### config.mk
export PLATFORM = sky130hd
export DESIGN_NAME = gpio_irq_port
export DESIGN_NICKNAME = d
export VERILOG_FILES = /design/src/rtl/gpio_irq_pkg.sv /design/src/rtl/gpio_sync_edge.sv /design/src/rtl/gpio_irq_port.sv
export SDC_FILE = /design/constraint.sdc
export NUM_CORES = 1
export LEC_CHECK = 0
export CAP_MARGIN = 20
export CORE_MARGIN = 8
export CORE_UTILIZATION = 65
export DETAILED_ROUTE_END_ITERATION = 6
export DONT_BUFFER_PORTS = 1
export GPL_ROUTABILITY_DRIVEN = 0
export PLACE_DENSITY_LB_ADDON = 0.15
export SLEW_MARGIN = 20
export SYNTH_ARGS = -nofsm -noshare
export SYNTH_HDL_FRONTEND = slang
export SYNTH_SLANG_ARGS = --single-unit
### constraint.sdc
create_clock -name clk -period 2.78 [get_ports clk]
set_input_delay 0.417 -clock clk [delete_from_list [all_inputs] [get_ports clk]]
set_output_delay 0.417 -clock clk [all_outputs]
set_load 0.05 [all_outputs]
### src/rtl/gpio_irq_pkg.sv
// Shared register-window constants for the GPIO interrupt port.
// Offsets are word indices taken from Adr_in[4:2].
package gpio_irq_pkg;

    localparam int unsigned WIN_BYTES = 32;
    localparam int unsigned WIN_LSB   = 5;

    localparam logic [2:0] OFS_OUT  = 3'd0;
    localparam logic [2:0] OFS_DIR  = 3'd1;
    localparam logic [2:0] OFS_IN   = 3'd2;
    localparam logic [2:0] OFS_RISE = 3'd3;
    localparam logic [2:0] OFS_FALL = 3'd4;
    localparam logic [2:0] OFS_STAT = 3'd5;
    localparam logic [2:0] OFS_SET  = 3'd6;
    localparam logic [2:0] OFS_CLR  = 3'd7;

    function automatic logic win_hit(input logic [31:0] adr, input logic [31:0] base);
        return adr[31:WIN_LSB] == base[31:WIN_LSB];
    endfunction

endpackage

### src/rtl/gpio_sync_edge.sv
// Per-bit input synchronizer followed by one history flop; flags rising and
// falling transitions seen at the synchronizer output.
module gpio_sync_edge #(
    parameter int unsigned WIDTH  = 8,
    parameter int unsigned STAGES = 2
) (
    input  logic             i_clk,
    input  logic             i_rst_n,
    input  logic [WIDTH-1:0] i_pins,
    output logic [WIDTH-1:0] o_sync,
    output logic [WIDTH-1:0] o_rise,
    output logic [WIDTH-1:0] o_fall
);

    logic [STAGES-1:0][WIDTH-1:0] r_sync;
    logic [WIDTH-1:0]             r_hist;

    always_ff @(posedge i_clk or negedge i_rst_n) begin
        if (!i_rst_n) begin
            r_sync <= '0;
            r_hist <= '0;
        end else begin
            r_sync <= {r_sync[STAGES-2:0], i_pins};
            r_hist <= r_sync[STAGES-1];
        end
    end

    assign o_sync = r_sync[STAGES-1];
    assign o_rise = o_sync & ~r_hist;
    assign o_fall = ~o_sync & r_hist;

endmodule

### src/rtl/gpio_irq_port.sv
// GPIO port with output/direction registers, synchronized inputs and
// per-pin edge interrupts collected in a write-one-to-clear STATUS register.
module gpio_irq_port
    import gpio_irq_pkg::*;
#(
    parameter int unsigned WIDTH       = 8,
    parameter logic [31:0] BASE_ADR    = 32'h0000_0100,
    parameter int unsigned SYNC_STAGES = 2
) (
    input  logic             clk,
    input  logic             rst,
    input  logic [31:0]      Adr_in,
    input  logic             WE,
    input  logic [31:0]      Data_in,
    output logic [31:0]      Data_out,
    input  logic [WIDTH-1:0] gpio_in,
    output logic [WIDTH-1:0] gpio_out,
    output logic [WIDTH-1:0] gpio_oe,
    output logic             irq
);

    logic [WIDTH-1:0] r_out;
    logic [WIDTH-1:0] r_dir;
    logic [WIDTH-1:0] r_rise_en;
    logic [WIDTH-1:0] r_fall_en;
    logic [WIDTH-1:0] r_status;
    logic             r_irq;

    logic [WIDTH-1:0] w_out_d;
    logic [WIDTH-1:0] w_dir_d;
    logic [WIDTH-1:0] w_rise_en_d;
    logic [WIDTH-1:0] w_fall_en_d;
    logic [WIDTH-1:0] w_status_d;
    logic [WIDTH-1:0] w_stat_clr;

    logic             w_hit;
    logic             w_wr;
    logic [2:0]       w_ofs;
    logic [WIDTH-1:0] w_wdata;
    logic [WIDTH-1:0] w_sync;
    logic [WIDTH-1:0] w_rise;
    logic [WIDTH-1:0] w_fall;
    logic [WIDTH-1:0] w_evt;
    logic             w_unused;

    assign w_hit    = win_hit(Adr_in, BASE_ADR);
    assign w_ofs    = Adr_in[4:2];
    assign w_wr     = WE & w_hit;
    assign w_wdata  = Data_in[WIDTH-1:0];
    assign w_unused = ^{Adr_in[1:0], Data_in};

    gpio_sync_edge #(
        .WIDTH  (WIDTH),
        .STAGES (SYNC_STAGES)
    ) u_sync_edge (
        .i_clk   (clk),
        .i_rst_n (rst),
        .i_pins  (gpio_in),
        .o_sync  (w_sync),
        .o_rise  (w_rise),
        .o_fall  (w_fall)
    );

    assign w_evt = (w_rise & r_rise_en) | (w_fall & r_fall_en);

    always_comb begin
        w_out_d     = r_out;
        w_dir_d     = r_dir;
        w_rise_en_d = r_rise_en;
        w_fall_en_d = r_fall_en;
        w_stat_clr  = '0;
        if (w_wr) begin
            unique case (w_ofs)
                OFS_OUT:  w_out_d     = w_wdata;
                OFS_DIR:  w_dir_d     = w_wdata;
                OFS_RISE: w_rise_en_d = w_wdata;
                OFS_FALL: w_fall_en_d = w_wdata;
                OFS_STAT: w_stat_clr  = w_wdata;
                OFS_SET:  w_out_d     = r_out | w_wdata;
                OFS_CLR:  w_out_d     = r_out & ~w_wdata;
                default:  w_out_d     = r_out;
            endcase
        end
        // New events override a concurrent clear on the same bit.
        w_status_d = (r_status & ~w_stat_clr) | w_evt;
    end

    always_ff @(posedge clk or negedge rst) begin
        if (!rst) begin
            r_out     <= '0;
            r_dir     <= '0;
            r_rise_en <= '0;
            r_fall_en <= '0;
            r_status  <= '0;
            r_irq     <= 1'b0;
        end else begin
            r_out     <= w_out_d;
            r_dir     <= w_dir_d;
            r_rise_en <= w_rise_en_d;
            r_fall_en <= w_fall_en_d;
            r_status  <= w_status_d;
            r_irq     <= |w_status_d;
        end
    end

    always_comb begin
        Data_out = 32'h0;
        if (w_hit) begin
            unique case (w_ofs)
                OFS_OUT:  Data_out = 32'(r_out);
                OFS_DIR:  Data_out = 32'(r_dir);
                OFS_IN:   Data_out = 32'(w_sync);
                OFS_RISE: Data_out = 32'(r_rise_en);
                OFS_FALL: Data_out = 32'(r_fall_en);
                OFS_STAT: Data_out = 32'(r_status);
                OFS_SET:  Data_out = 32'h0;
                OFS_CLR:  Data_out = 32'h0;
                default:  Data_out = 32'h0;
            endcase
        end
    end

    assign gpio_out = r_out;
    assign gpio_oe  = r_dir;
    assign irq      = r_irq;

endmodule

* Word level (Yosys, flattened, before mapping) *
Index checks and enable logic that the tools add are counted.

storage, ports and cells
  output and inout port bits = 49
  flip-flop bits (word level) = 65
  logic and storage cells = 44

operators by class
  mux-type cells = 5
  bitwise operators = 14
  equality and inequality tests = 8
  reductions and logical operators = 8

operators by type and width
  kind                 count
  $pmux 32 s7          1
  $and 8x8->8          6
  $mux 32              1
  $not 8->8            4
  $eq 27x4->1 const B  1
  $or 8x8->8           3
  $pmux 8 s3           1
  $mux 8               2
  $eq 3x3->1 const B   4
  $reduce_and 2->1     4
  $reduce_or 8->1      1
  $eq 3x2->1 const B   2
  $eq 3x1->1 const B   1
  $logic_not 3->1      1
  $reduce_bool 3->1    1
  $reduce_or 2->1      1
  $and 1x1->1          1

* Logic depth before layout (Yosys ltp) *
  depth after elaboration = 7
  depth in mapped cells = 7

* Modules after synthesis *
Synthesis repeated with hierarchy kept, for this count alone.

unflattened totals
  cells, all modules = 312
  area, all modules = 3453.3 µm²

modules (own cells, without submodules)
  module          seq. area each (µm²)  area an instance (µm²)  times used  cells an instance
  gpio_irq_port   1026.0                2652.5                  1           264
  gpio_sync_edge  600.6                 800.8                   1           48

* Worst setup path before layout *
OpenSTA, ideal clock, no wires.

  kind = input to output
  from = in Adr_in[15]
  to = out Data_out[0]
  arrival time = 2653 ps
  cell stages on the path = 6
  setup slack = -290 ps
  path buffers = 2
  cells stage by stage = nor4_1 > and4_4 > buf_2 > buf_2 > nand2_1 > a211oi_1

on the way
  cells in the longest elaborated chain, start to end = 2

RTL lines
  element      RTL line              RTL
  from (decl)  gpio_irq_port.sv:12   input logic [31:0] Adr_in,
  $eq 27x4->1  gpio_irq_pkg.sv:18    return adr[31:WIN_LSB] == base[31:WIN_LSB];
  $mux 32      gpio_irq_port.sv:108  if (w_hit) begin
  to (decl)    gpio_irq_port.sv:15   output logic [31:0] Data_out,

Every way passes these cells.

* Final worst setup path *
  from = in Adr_in[17]
  to = out Data_out[1]

The elaborated chain is that of the path after synthesis.

==> results.toml <==
[logic_synthesis]
synth_cells = 301
synth_top_family_by_area = "simple AND/OR/NAND/NOR gates"
synth_area_leaders = "dfrtp_1 50%, mux2_2 7.9%, buf_4 5.5%"
synthAdderAreaFrac = 0
yosysWarnings = 0
synthArstFlopShare = 1.000
synth_top_area_share = 0.4969
synth-xor-area-share = 0
yosys.cell_count.top_type = "dfrtp_1"
synth.cell_area_um2 = 3273
avgSynthCellArea_um2 = 10.87
synthFlopType = "dfrtp_1"
synth-seq-cells = 65
yosys.area_share.simple = 0.1453
synth_edf_count = 0
seq_area_frac_synth = 0.4969
synth_cell_types = 45
synth_compound_area_frac = 0.1433
synth_largest_area_cell = "dfrtp_1"
synthMuxAreaShare = 0.1281
synth_commonest_cells = "65 x dfrtp_1, 24 x buf_4, 23 x mux2_2, 23 x o21ai_0, 17 x nand2_1"

[die]
core.rowCount = 26
die-area_um2 = 7562
start_util = 0.6576
die_w_um = 86.96
die_y_um = 86.96
core_um2 = 4977
io_pins = 124

[worst_setup_path]
start_kind = "primary input"
critical_path_class = "in -> out"
critPathMaxFanout = 9
critPathArrivalTime_ps = 2100
critPathRequiredTime_ps = 2360
reg2reg_depth = 6
endpoint_kind = "output port"

[global_routing]
grt.met1_usage = 0.2903
grt.busiest_layer = "met2"
grt-ovfl-total = 0
grt_start_max_net_pins = 66
grt_pass1_wl_um = 13250
use_met2 = 0.3622
grtUsageMet3 = 0.06698
grt_use_total = 0.2316
grt_pass1_vias = 2450
antenna_found_initial = 0

[route]
drtAntennaViolNets = 0
wl_per_cell_um = 21.08
drtIter0Drc = 263
via_per_inst = 6.349
drcViolationCount = 0
dr.pass1.iters = 5
finalWirelength_um = 8262
via_count = 2489

[cts]
cts-buffers-inserted = 9
ctsRootBufferMaster = "clkbuf_8"
cts.sinks = 65
cts_tree = "done"
clk_path_buf_depth = 2
clk_pin_slew_ps = 70
htree_levels = 3
clk_latency_ps = 340

[cells_and_area]
layout.nets = 392
area.growth.synth_to_final_pct = 9.977
regArea_um2 = 1627
layout-drive-gt1-share = 0.2578
fillCellCount = 390
fin_area_um2 = 3600
multi_input_area_um2 = 1494
diodes = 0
stdcell_count = 392

[placement]
portBuffers = 0
dp.cells = 374
post-place-ws_ps = 320.2
placed_cell_area_um2 = 3381
hpwl_um = 5727

[flow_run]
cap_violations = 0

[sta]
period_share = 0.9049
setup-tns-final_ps = 0
grt_setup_unrepaired = "false"
setup_viol = 0
fin_crit_ps = 2516
setup_slack_ps = 264.3
maxSlewViolCount = 0
fin_skew_ps = 8.128
fmax_mhz = 397.5
finalHoldViolCount = 0
relSlewSlack = 0.6095
worst_slew_pin_slew_ps = 584.4

[min_path]
hold_path.class = "in -> reg"
hold_depth = 0

[power]
p_leak_nw = 1.640
power_density_nw_per_um2 = 514.6
peakVddDrop_mv = 0.3727

[status]
status = "completed"
-- placed cells by master, fill, tap and decap left out, drive strengths merged, types with 2 or more instances in the layout --
master	n
a2111oi	4
a211oi	4
a21o	4
a21oi	8
a221oi	3
a222oi	3
a22oi	8
a41oi	5
and3	3
buf	20
clkbuf	11
clkinv	4
clkinvlp	2
conb	24
dfrtp	65
inv	7
mux2	31
mux2i	4
nand2	17
nand3	4
nand3b	7
nand4	14
nor2	14
nor2b	3
nor3	6
nor4	5
o21ai	23
o2bb2ai	3
or2	4
-- worst paths after layout --
kind,slack [ps],start,to
worst max-delay path,260,Adr_in[17],Data_out[1]
worst min-delay path,100,gpio_in[6],u_sync_edge.r_sync[6]
worst max register to register,1270,u_sync_edge.o_sync[1],irq
worst min register to register,350,u_sync_edge.r_sync[4],u_sync_edge.o_sync[4]
max in group asynchronous,1900,rst,u_sync_edge.r_sync[4]
min in group asynchronous,630,rst,irq
-- final cells by class --
cell class,instances,share of cell area
multi-input combinational,212,0.4150
clock buffer,11,0.04206
inverter,8,0.008342
timing repair buffer,21,0.05005
clock inverter,5,0.008342
tap,70,0.02433
sequential,65,0.4519
-- sequential cells by signal (all words and copies together) (netlist names) --
register and count:
r_fall_en 8, u_sync_edge.r_sync 8, irq 1, r_status 8, u_sync_edge.r_hist 8, u_sync_edge.o_sync 8
r_rise_en 8, gpio_oe 8, gpio_out 8
-- kinds of logic after synthesis --
group,Yosys count
mux,35
other cells,1
compound gates,69
buf+inv,47
simple gates,84
flops,65
-- report_power, final --
group	leakage, nW	switching [W]	total [W]	internal (W)
Clock	0.0911	0.000365	0.000732	0.000367
Sequential	0.827	0.00000958	0.000973	0.000963
Combinational	0.722	0.000117	0.000148	0.0000303
-- worst max-delay path, cell delays in order --
cell,delay [ps]
nor4_1,240
and3_1,300
buf_4,200
nand2_1,360
nor3b_2,340
buf_4,240
-- layer usage --
layer	share of wire	wire length, um	vias up
met1	0.41	3389	1262
met4	0.021	170	0
li1	-	-	1102
met5	0	0	-
met3	0.081	666	17
met2	0.49	4036	108
-- through the flow --
step                utilization  total power, W  hold slack, ps
floorplan                     -        0.001136           121.4
global placement         0.6792        0.001110           124.1
detailed placement       0.6792        0.001113           124.1
CTS                      0.7232        0.001856           89.00
global route             0.7232        0.001925           77.51
finish                   0.7232        0.001852           97.16
-- repair_timing --
| item | CTS | global route |
|---|---|---|
| resized for setup | 0 | 0 |
| endpoints found under the setup margin | 0 | 0 |
| buffers inserted | 0 | 0 |
| hold buffers | 2 | 0 |
| hold endpoints to repair | 65 | 0 |
Note: power is estimated with default switching activity, not from simulation.
